==> config.mk <==
export PLATFORM = sky130hd
export DESIGN_NAME = icache
export DESIGN_NICKNAME = d
export VERILOG_FILES = /design/src/rtl/icache.sv
export SDC_FILE = /design/constraint.sdc
export NUM_CORES = 2
export LEC_CHECK = 0
export CAP_MARGIN = 15
export CELL_PAD_IN_SITES_DETAIL_PLACEMENT = 1
export CELL_PAD_IN_SITES_GLOBAL_PLACEMENT = 2
export CORE_ASPECT_RATIO = 0.9
export CORE_MARGIN = 3
export CORE_UTILIZATION = 38
export DETAILED_ROUTE_END_ITERATION = 6
export GPL_TIMING_DRIVEN = 0
export HOLD_SLACK_MARGIN = 0.06
export PLACE_DENSITY_LB_ADDON = 0.1
export SLEW_MARGIN = 10
export SYNTH_ARGS = -nofsm -noshare
export SYNTH_HDL_FRONTEND = slang
export SYNTH_SLANG_ARGS = --single-unit
export TNS_END_PERCENT = 5
==> constraint.sdc <==
create_clock -name clk_i -period 5.65 [get_ports clk_i]
set_input_delay 1.13 -clock clk_i [delete_from_list [all_inputs] [get_ports clk_i]]
set_output_delay 1.13 -clock clk_i [all_outputs]
set_load 0.01 [all_outputs]
==> src/rtl/icache.sv <==
// icache: direct-mapped, read-only instruction cache between fetch unit and instruction memory.
// Latency: hit -> inst_valid_o rises two cycles after inst_req_i is first sampled; a miss adds
//   LINE_WORDS memory handshakes (each >= 2 cycles) plus one re-lookup cycle.
// Backpressure: four-phase req/valid on both sides. mem_req_o/mem_addr_o hold through any number of
//   memory wait states. A new fetch is accepted only back in S_IDLE; transactions never overlap.
// Ports: clk_i, rst_i (sync, active high); fetch side inst_req_i/inst_addr_i -> inst_valid_o/inst_data_o;
//   memory side mem_req_o/mem_addr_o -> mem_valid_i/mem_data_i. All outputs come straight from flops.
module icache #(
  parameter int DATA_WIDTH = 32,
  parameter int LINES      = 16,
  parameter int LINE_WORDS = 4
) (
  input  logic                  clk_i,
  input  logic                  rst_i,
  input  logic                  inst_req_i,
  input  logic [DATA_WIDTH-1:0] inst_addr_i,
  output logic                  inst_valid_o,
  output logic [DATA_WIDTH-1:0] inst_data_o,
  output logic                  mem_req_o,
  output logic [DATA_WIDTH-1:0] mem_addr_o,
  input  logic                  mem_valid_i,
  input  logic [DATA_WIDTH-1:0] mem_data_i
);

  localparam int OFF_W = $clog2(LINE_WORDS);
  localparam int IDX_W = $clog2(LINES);
  localparam int TAG_W = DATA_WIDTH - OFF_W - IDX_W;
  localparam logic [OFF_W-1:0] LAST_CNT = OFF_W'(LINE_WORDS - 1);

  typedef enum logic [2:0] {
    S_IDLE,
    S_LOOKUP,
    S_REFILL_REQ,
    S_REFILL_ACK,
    S_RESPOND
  } state_t;

  state_t                state_q;
  logic [DATA_WIDTH-1:0] req_addr_q;
  logic [OFF_W-1:0]      cnt_q;
  logic [OFF_W-1:0]      cnt_d;
  logic [LINES-1:0]      valid_q;
  logic                  inst_valid_q;
  logic [DATA_WIDTH-1:0] inst_data_q;
  logic                  mem_req_q;
  logic [DATA_WIDTH-1:0] mem_addr_q;

  // Tag and data storage carry no reset; the valid bits alone gate their use.
  logic [TAG_W-1:0]      tag_q  [LINES];
  logic [DATA_WIDTH-1:0] data_q [LINES*LINE_WORDS];

  logic [OFF_W-1:0] req_off;
  logic [IDX_W-1:0] req_idx;
  logic [TAG_W-1:0] req_tag;
  logic             hit;
  logic             fill_wr;
  logic             line_done;

  assign req_off = req_addr_q[OFF_W-1:0];
  assign req_idx = req_addr_q[OFF_W +: IDX_W];
  assign req_tag = req_addr_q[DATA_WIDTH-1 -: TAG_W];
  assign hit     = valid_q[req_idx] && (tag_q[req_idx] == req_tag);
  assign cnt_d   = cnt_q + 1'b1;

  // Word capture happens on the edge where mem_valid_i is first seen in S_REFILL_REQ;
  // the tag is only written once the last word's handshake has fully closed.
  assign fill_wr   = !rst_i && (state_q == S_REFILL_REQ) && mem_valid_i;
  assign line_done = !rst_i && (state_q == S_REFILL_ACK) && !mem_valid_i && (cnt_q == LAST_CNT);

  always_ff @(posedge clk_i) begin
    if (fill_wr) data_q[{req_idx, cnt_q}] <= mem_data_i;
    if (line_done) tag_q[req_idx] <= req_tag;
  end

  always_ff @(posedge clk_i) begin
    if (rst_i) begin
      state_q      <= S_IDLE;
      req_addr_q   <= '0;
      cnt_q        <= '0;
      valid_q      <= '0;
      inst_valid_q <= 1'b0;
      inst_data_q  <= '0;
      mem_req_q    <= 1'b0;
      mem_addr_q   <= '0;
    end else begin
      case (state_q)
        S_IDLE: begin
          if (inst_req_i) begin
            req_addr_q <= inst_addr_i;
            state_q    <= S_LOOKUP;
          end
        end
        S_LOOKUP: begin
          if (hit) begin
            inst_data_q <= data_q[{req_idx, req_off}];
            state_q     <= S_RESPOND;
          end else begin
            // Line is invalidated up front so it is never visible half-filled.
            valid_q[req_idx] <= 1'b0;
            cnt_q            <= '0;
            mem_req_q        <= 1'b1;
            mem_addr_q       <= {req_addr_q[DATA_WIDTH-1:OFF_W], {OFF_W{1'b0}}};
            state_q          <= S_REFILL_REQ;
          end
        end
        S_REFILL_REQ: begin
          if (mem_valid_i) begin
            mem_req_q <= 1'b0;
            state_q   <= S_REFILL_ACK;
          end
        end
        S_REFILL_ACK: begin
          if (!mem_valid_i) begin
            if (cnt_q == LAST_CNT) begin
              valid_q[req_idx] <= 1'b1;
              state_q          <= S_LOOKUP;
            end else begin
              cnt_q      <= cnt_d;
              mem_req_q  <= 1'b1;
              mem_addr_q <= {req_addr_q[DATA_WIDTH-1:OFF_W], cnt_d};
              state_q    <= S_REFILL_REQ;
            end
          end
        end
        S_RESPOND: begin
          // Valid follows the request: it rises on the first RESPOND edge and drops
          // on the edge that sees the request released. A request already dropped
          // early makes this state last one cycle with no response pulse.
          inst_valid_q <= inst_req_i;
          if (!inst_req_i) state_q <= S_IDLE;
        end
        default: state_q <= S_IDLE;
      endcase
    end
  end

  assign inst_valid_o = inst_valid_q;
  assign inst_data_o  = inst_data_q;
  assign mem_req_o    = mem_req_q;
  assign mem_addr_o   = mem_addr_q;

endmodule
Word-level counts from Yosys, hierarchy flattened
Memory sizes are Yosys's and may differ from the RTL's. A register that Yosys moved wholly into a read port is not among the register bits.
Index checks and enable logic that the tools add are counted.
- register bits after elaboration: 87
- bits in latches: 0
- memory bits (writable): 2464
- memory bits (read-only): 0
- input bits: 68
- output and inout port bits: 66
- logic and storage cells: 80
- memories kept: 2
- memories (memory ; words ; width ; rd ports ; clocked after Yosys merged registers in ; write ports ; line ; text):
    data_q ; 64 ; 32 ; 1 ; 1 ; 1 ; 50 ; logic [DATA_WIDTH-1:0] data_q [LINES*LINE_WORDS];
    tag_q ; 16 ; 26 ; 1 ; 1 ; 1 ; 49 ; logic [TAG_W-1:0] tag_q [LINES];
- $add $sub $neg: 1
- multipliers: 0
- div/mod/pow operators: 0
- magnitude comparators: 2
- equal/unequal tests: 13
- shift-type cells: 0
- multiplexer cells: 34
- bitwise logic cells: 3
- reductions and logical operators: 18
- operators by type and width (cell ; number):
    32-bit 2-to-1 mux ; 3
    32-bit case mux with 2 select lines ; 1
    16-bit 2-to-1 mux ; 3
    16-bit case mux with 2 select lines ; 1
    26-bit == test ; 1
    16-bit bitwise AND ; 1
    16-bit inverter ; 1
    16-bit bitwise OR ; 1
    3-bit 2-to-1 mux ; 5
    3-bit case mux with 5 select lines ; 1
    2-bit inequality test (second input constant) ; 6
    4-bit AND reduction ; 3
    1-bit 2-to-1 mux ; 10
    2-bit 2-to-1 mux ; 4
    4-bit 2-to-1 mux ; 2
    1-bit logical AND ; 7
    3-bit by 2-bit == test with 1-bit output (second input constant) ; 2
    4-bit by 5-bit less-than comparator with 1-bit output (second input constant) ; 1
    5-bit AND reduction ; 1
    1-bit binary-select mux with 4-bit select ; 1
    1-bit demux with 4-bit select ; 1
    4-bit by 1-bit >= comparator with 1-bit output (second input constant) ; 1
    2-bit case mux with 2 select lines ; 1
    2-bit AND reduction ; 2
    10 further kinds ; 11

Logic depth before layout (Yosys ltp)
- word-level depth: 8
- gate-level depth with buffers: 14
- depth with buffers taken out: 9

Worst setup path after synthesis
OpenSTA, ideal clock, no wires.
- kind: in2reg
- start: input port rst_i
- end: memory data_q[60][0] (enable)
- arrival time: 4.570 ns
- data required time: 5.182 ns
- path slack: 0.611 ns
- cell stages on the path: 3
- buffers on the path: 1
- cell sequence: clkbuf_1 > nor4_1 > nor3b_1
- cells in the longest elaborated chain, start to end: 5
- RTL lines (item ; line ; text):
    start: declaration ; 14 ; input logic rst_i,
    1-bit zero test ; 67 ; assign fill_wr = !rst_i && (state_q == S_REFILL_REQ) && mem_valid_i;
    1-bit logical AND (2 in series) ; 67 ;
    1-bit 2-to-1 mux ; 71 ; if (fill_wr) data_q[{req_idx, cnt_q}] <= mem_data_i;
    1-bit 2-to-1 mux (implied by the code) ; 71 ;
    end: declaration ; 50 ;
Every way passes these cells.

==> flow_summary.ini <==
[status]
status = complete, but fails checks
violations = negative setup slack

[power]
switchingPower_mw = 9.556
share_clk_of_total_power = 0.428
switching_share = 0.2276
cellPowerDensity_mw_per_mm2 = 355.1
worst_ir_drop_vdd_v = 0.0002789
internal_power_mw = 32.43
cell_leakage_power_nw = 36.22
share_comb_of_total_power = 0.069
power.total_mw = 41.99
p_seq_frac = 0.503

[sta]
max-slew-margin-rel = 0.1775
post-route-period-util = 1.001
final.setup.tns_ps = -4.011
worst_slack_ps = -4.011
skew_ps = 44.46
final_max_tran_viols = 0
setup_viol = 1
finalHoldViolations = 0
fmaxAchievable_mhz = 176.9
grt_setup_unrepaired = yes
worstMarginPinSlew_ps = 1234
clock_period_minus_worst_slack_ps = 5654

[setup_path]
ff2ff_path_depth = 12
worst_ep_required_time_ps = 6440
r2r_slack_ps = -4
timing.setup.critical_path_class = reg2reg
setup.worst_path.end_class = register
r2r-end = inst_data_o[16]
worst-path-max-fanout = 10
worst-endpoint-arrival_ps = 6440
cp-start-kind = register

[detailed_routing]
vias_per_cell = 5.818
detail_route.drc_violations = 0
wl_per_cell_um = 37.36
drt.antenna.violating_nets = 0
routed-via-count = 50470
route.final.wire_length_mm = 324.1
first_pass_iters = 5
drt_first_iter_violations = 6589

[synth]
synth_cells = 4408
synth_area_per_cell_um2 = 22.50
asyncSetResetFlopFracSynth = 0
synth_top_cells_by_area = sky130_fd_sc_hd__edfxtp_1, sky130_fd_sc_hd__mux4_2, sky130_fd_sc_hd__dfxtp_1, sky130_fd_sc_hd__mux2i_1, sky130_fd_sc_hd__nor2_1
syn-num-nets = 4477
synth_warnings = 0
synth.ff_latch_count = 2585
synth.top_cell.area_share = 0.7461
mappedNetlistArea_mm2 = 0.09917
yosys.cell_types.count = 73
synth_enable_flop_cells = 2464
synth-seq-area-share = 0.7705
yosys_most_used_dff = sky130_fd_sc_hd__edfxtp_1
synth_largest_area_cell = sky130_fd_sc_hd__edfxtp_1

[clocking]
clkTransAtPathRegs_ps = 60
cts_tree = yes
htree_levels = 5
clock_tree.buffer_depth = 4
clock_insertion_delay_worst_skew_ps = 860
clock_sinks = 2585
cts_root_buffer = sky130_fd_sc_hd__clkbuf_16
cts-buffers-inserted = 284

[final_layout]
register_cell_area_after_layout_mm2 = 0.07641
area.growth.synth_to_final_pct = 19.23
multi_input_comb_area_mm2 = 0.02225
final_core_util = 0.4563
n_fill_cell = 23380
post_layout_nonfiller_instances = 8675
design.final.nets = 5121
drive_gt1_frac = 0.2996

[min_path]
hold-path-endpoint = inst_data_o[10]
whs_path_depth = 2
hold_class = reg2reg
min-delay-start = inst_data_o[10]

[placed_design]
post-place-cells = 8139
post-dp-hpwl_mm = 217.0
routabilityCongestion = 0.7985
numPortBuffers = 132

[floorplanning]
floorplan.die_area_mm2 = 0.2672
die_h_um = 490.6
starting_density_of_the_core = 0.3827
core-area_mm2 = 0.2591
number_of_placement_rows = 177
ios = 134
floorplan.die.width_um = 544.5

[global_routing]
antenna_found_initial = 15
grt_max_degree = 65
wire_length_of_the_first_global_routing_pass_mm = 444.2
grt_pass1_vias = 51660
gr-usage-all-layers = 0.2410
grt_overflow = 0

[job]
max_cap_viol_count = 0
registers in the layout, summed over array words and instances (netlist names), named ones only:
signal and flops:
cnt_q 1, data_q 2048, inst_data_o 32, inst_valid_o 1, mem_addr_o 31, mem_req_o 1, req_addr_q 32, state_q 3
tag_q 416
synthesized netlist by cell type, drive strengths merged, types with 6 or more instances:
cell / instances
nand2: 132
a21oi: 62
nor3: 32
o211ai: 7
mux2: 9
xnor2: 23
xor2: 15
and2: 6
nor2b: 16
buf: 132
clkbuf: 120
o22ai: 6
edfxtp: 2464
nor2: 148
a311oi: 13
mux4: 720
o21ai: 40
a31oi: 14
a31o: 23
nand3: 42
a22oi: 14
a22o: 7
nand2b: 11
a221oi: 8
mux2i: 133
a211oi: 17
dfxtp: 121
cells in the final DEF (no fill, tap or decap), types with 15 or more instances in the layout:
cell type / n
sky130_fd_sc_hd__clkdlybuf4s50_1: 100
sky130_fd_sc_hd__buf_4: 47
sky130_fd_sc_hd__o21ai_1: 19
sky130_fd_sc_hd__nor2_4: 66
sky130_fd_sc_hd__nand3_1: 39
sky130_fd_sc_hd__dfxtp_1: 121
sky130_fd_sc_hd__buf_16: 42
sky130_fd_sc_hd__o21ai_0: 21
sky130_fd_sc_hd__buf_1: 49
sky130_fd_sc_hd__mux2i_1: 133
sky130_fd_sc_hd__nand2_1: 131
sky130_fd_sc_hd__buf_2: 96
sky130_fd_sc_hd__clkbuf_2: 20
sky130_fd_sc_hd__clkbuf_16: 292
sky130_fd_sc_hd__bufinv_16: 16
sky130_fd_sc_hd__clkinv_2: 33
sky130_fd_sc_hd__a21oi_1: 62
sky130_fd_sc_hd__edfxtp_1: 2464
sky130_fd_sc_hd__xor2_1: 15
sky130_fd_sc_hd__clkinv_1: 64
sky130_fd_sc_hd__nor2_1: 82
sky130_fd_sc_hd__nor3_1: 23
sky130_fd_sc_hd__buf_6: 31
sky130_fd_sc_hd__mux4_2: 720
sky130_fd_sc_hd__a211oi_1: 16
sky130_fd_sc_hd__buf_12: 114
sky130_fd_sc_hd__xnor2_1: 23
sky130_fd_sc_hd__clkbuf_1: 164
area by class of cell:
cell class	count	area share
antenna	7	0.0001481
sequential	2585	0.6462
clock inverter	134	0.009798
inverter	6	0.0001905
tap	3401	0.03599
multi-input combinational	1565	0.1882
buffer	252	0.009851
clock buffer	367	0.06485
timing repair buffer	358	0.04478
per-layer routing:
layer	GRT usage	vias up	wire, um
met5	0	-	13
met4	0.06075	2	8526
met1	0.3672	28160	146900
met3	0.03178	418	19690
li1	-	19990	-
met2	0.3672	1908	149000
power groups by stage:
stage / combinational, mW / clock, mW / sequential [mW]
floorplan: 1.48 / 0 / 21.5
CTS: 2.92 / 18.4 / 21.1
global route: 3.02 / 19.1 / 21.1
finish: 2.88 / 18.0 / 21.1
global placement: 2.81 / 0 / 21.6
detailed placement: 2.91 / 0 / 21.5
cell families (layout without fill, tap and decap cells):
kind of cell               after synthesis  in the layout  synth area share
adders and majority gates                1              1         0.0001261
xor gates and xnor gates                38             38          0.003356
and+or+nand+nor                        431            431           0.02034
DFF                                   2585           2585            0.7705
AOI/OAI and AO/OA                      233            233           0.01652
muxes                                  862            862            0.1780
other                                    0              7                 0
buffers and inverters                  258           1117           0.01120
repair_timing:
item / in CTS / in global routing
gates resized for setup: 20 / 3
endpoints found under the setup margin: 1183 / 38
hold buffers: 0 / 0
setup buffers: 15 / 2
pin swaps: 8 / 2
stage by stage:
stage / worst slack (ps) / hold WS [ps] / cell area, um^2
after floorplan: 611.2 / 481.2 / 99170
after global placement: -7440 / 456.2 / 104700
after detailed placement: -1154 / 455.8 / 109100
after CTS: 106.3 / 470.8 / 118100
after global routing: -4.210 / 486.0 / 118200
final: -4.011 / 469.6 / 118200
how the worst max path moves through the flow:
stage | from | end | cells after the start | slack, ps
floorplan | rst_i | data_q[60][0] | 3 | 610
global placement | req_addr_q[3] | data_q[60][7] | 6 | -7440
detailed placement | req_addr_q[2] | data_q[38][10] | 9 | -1150
CTS | req_addr_q[2] | data_q[63][0] | 10 | 110
global route | req_addr_q[0] | inst_data_o[6] | 11 | -4
finish | register | inst_data_o[16] | 12 | -4
critical path: stages (launching register included):
cell,delay [ps]
sky130_fd_sc_hd__dfxtp_1,380
sky130_fd_sc_hd__buf_4,240
sky130_fd_sc_hd__buf_6,220
sky130_fd_sc_hd__buf_2,420
sky130_fd_sc_hd__inv_1,380
sky130_fd_sc_hd__buf_1,550
sky130_fd_sc_hd__or3b_2,610
sky130_fd_sc_hd__a31oi_1,460
sky130_fd_sc_hd__nor4b_4,520
sky130_fd_sc_hd__nand4_4,540
sky130_fd_sc_hd__buf_2,450
sky130_fd_sc_hd__nor3_2,570
sky130_fd_sc_hd__a31o_1,180
Note: power is estimated with default switching activity, not from simulation.
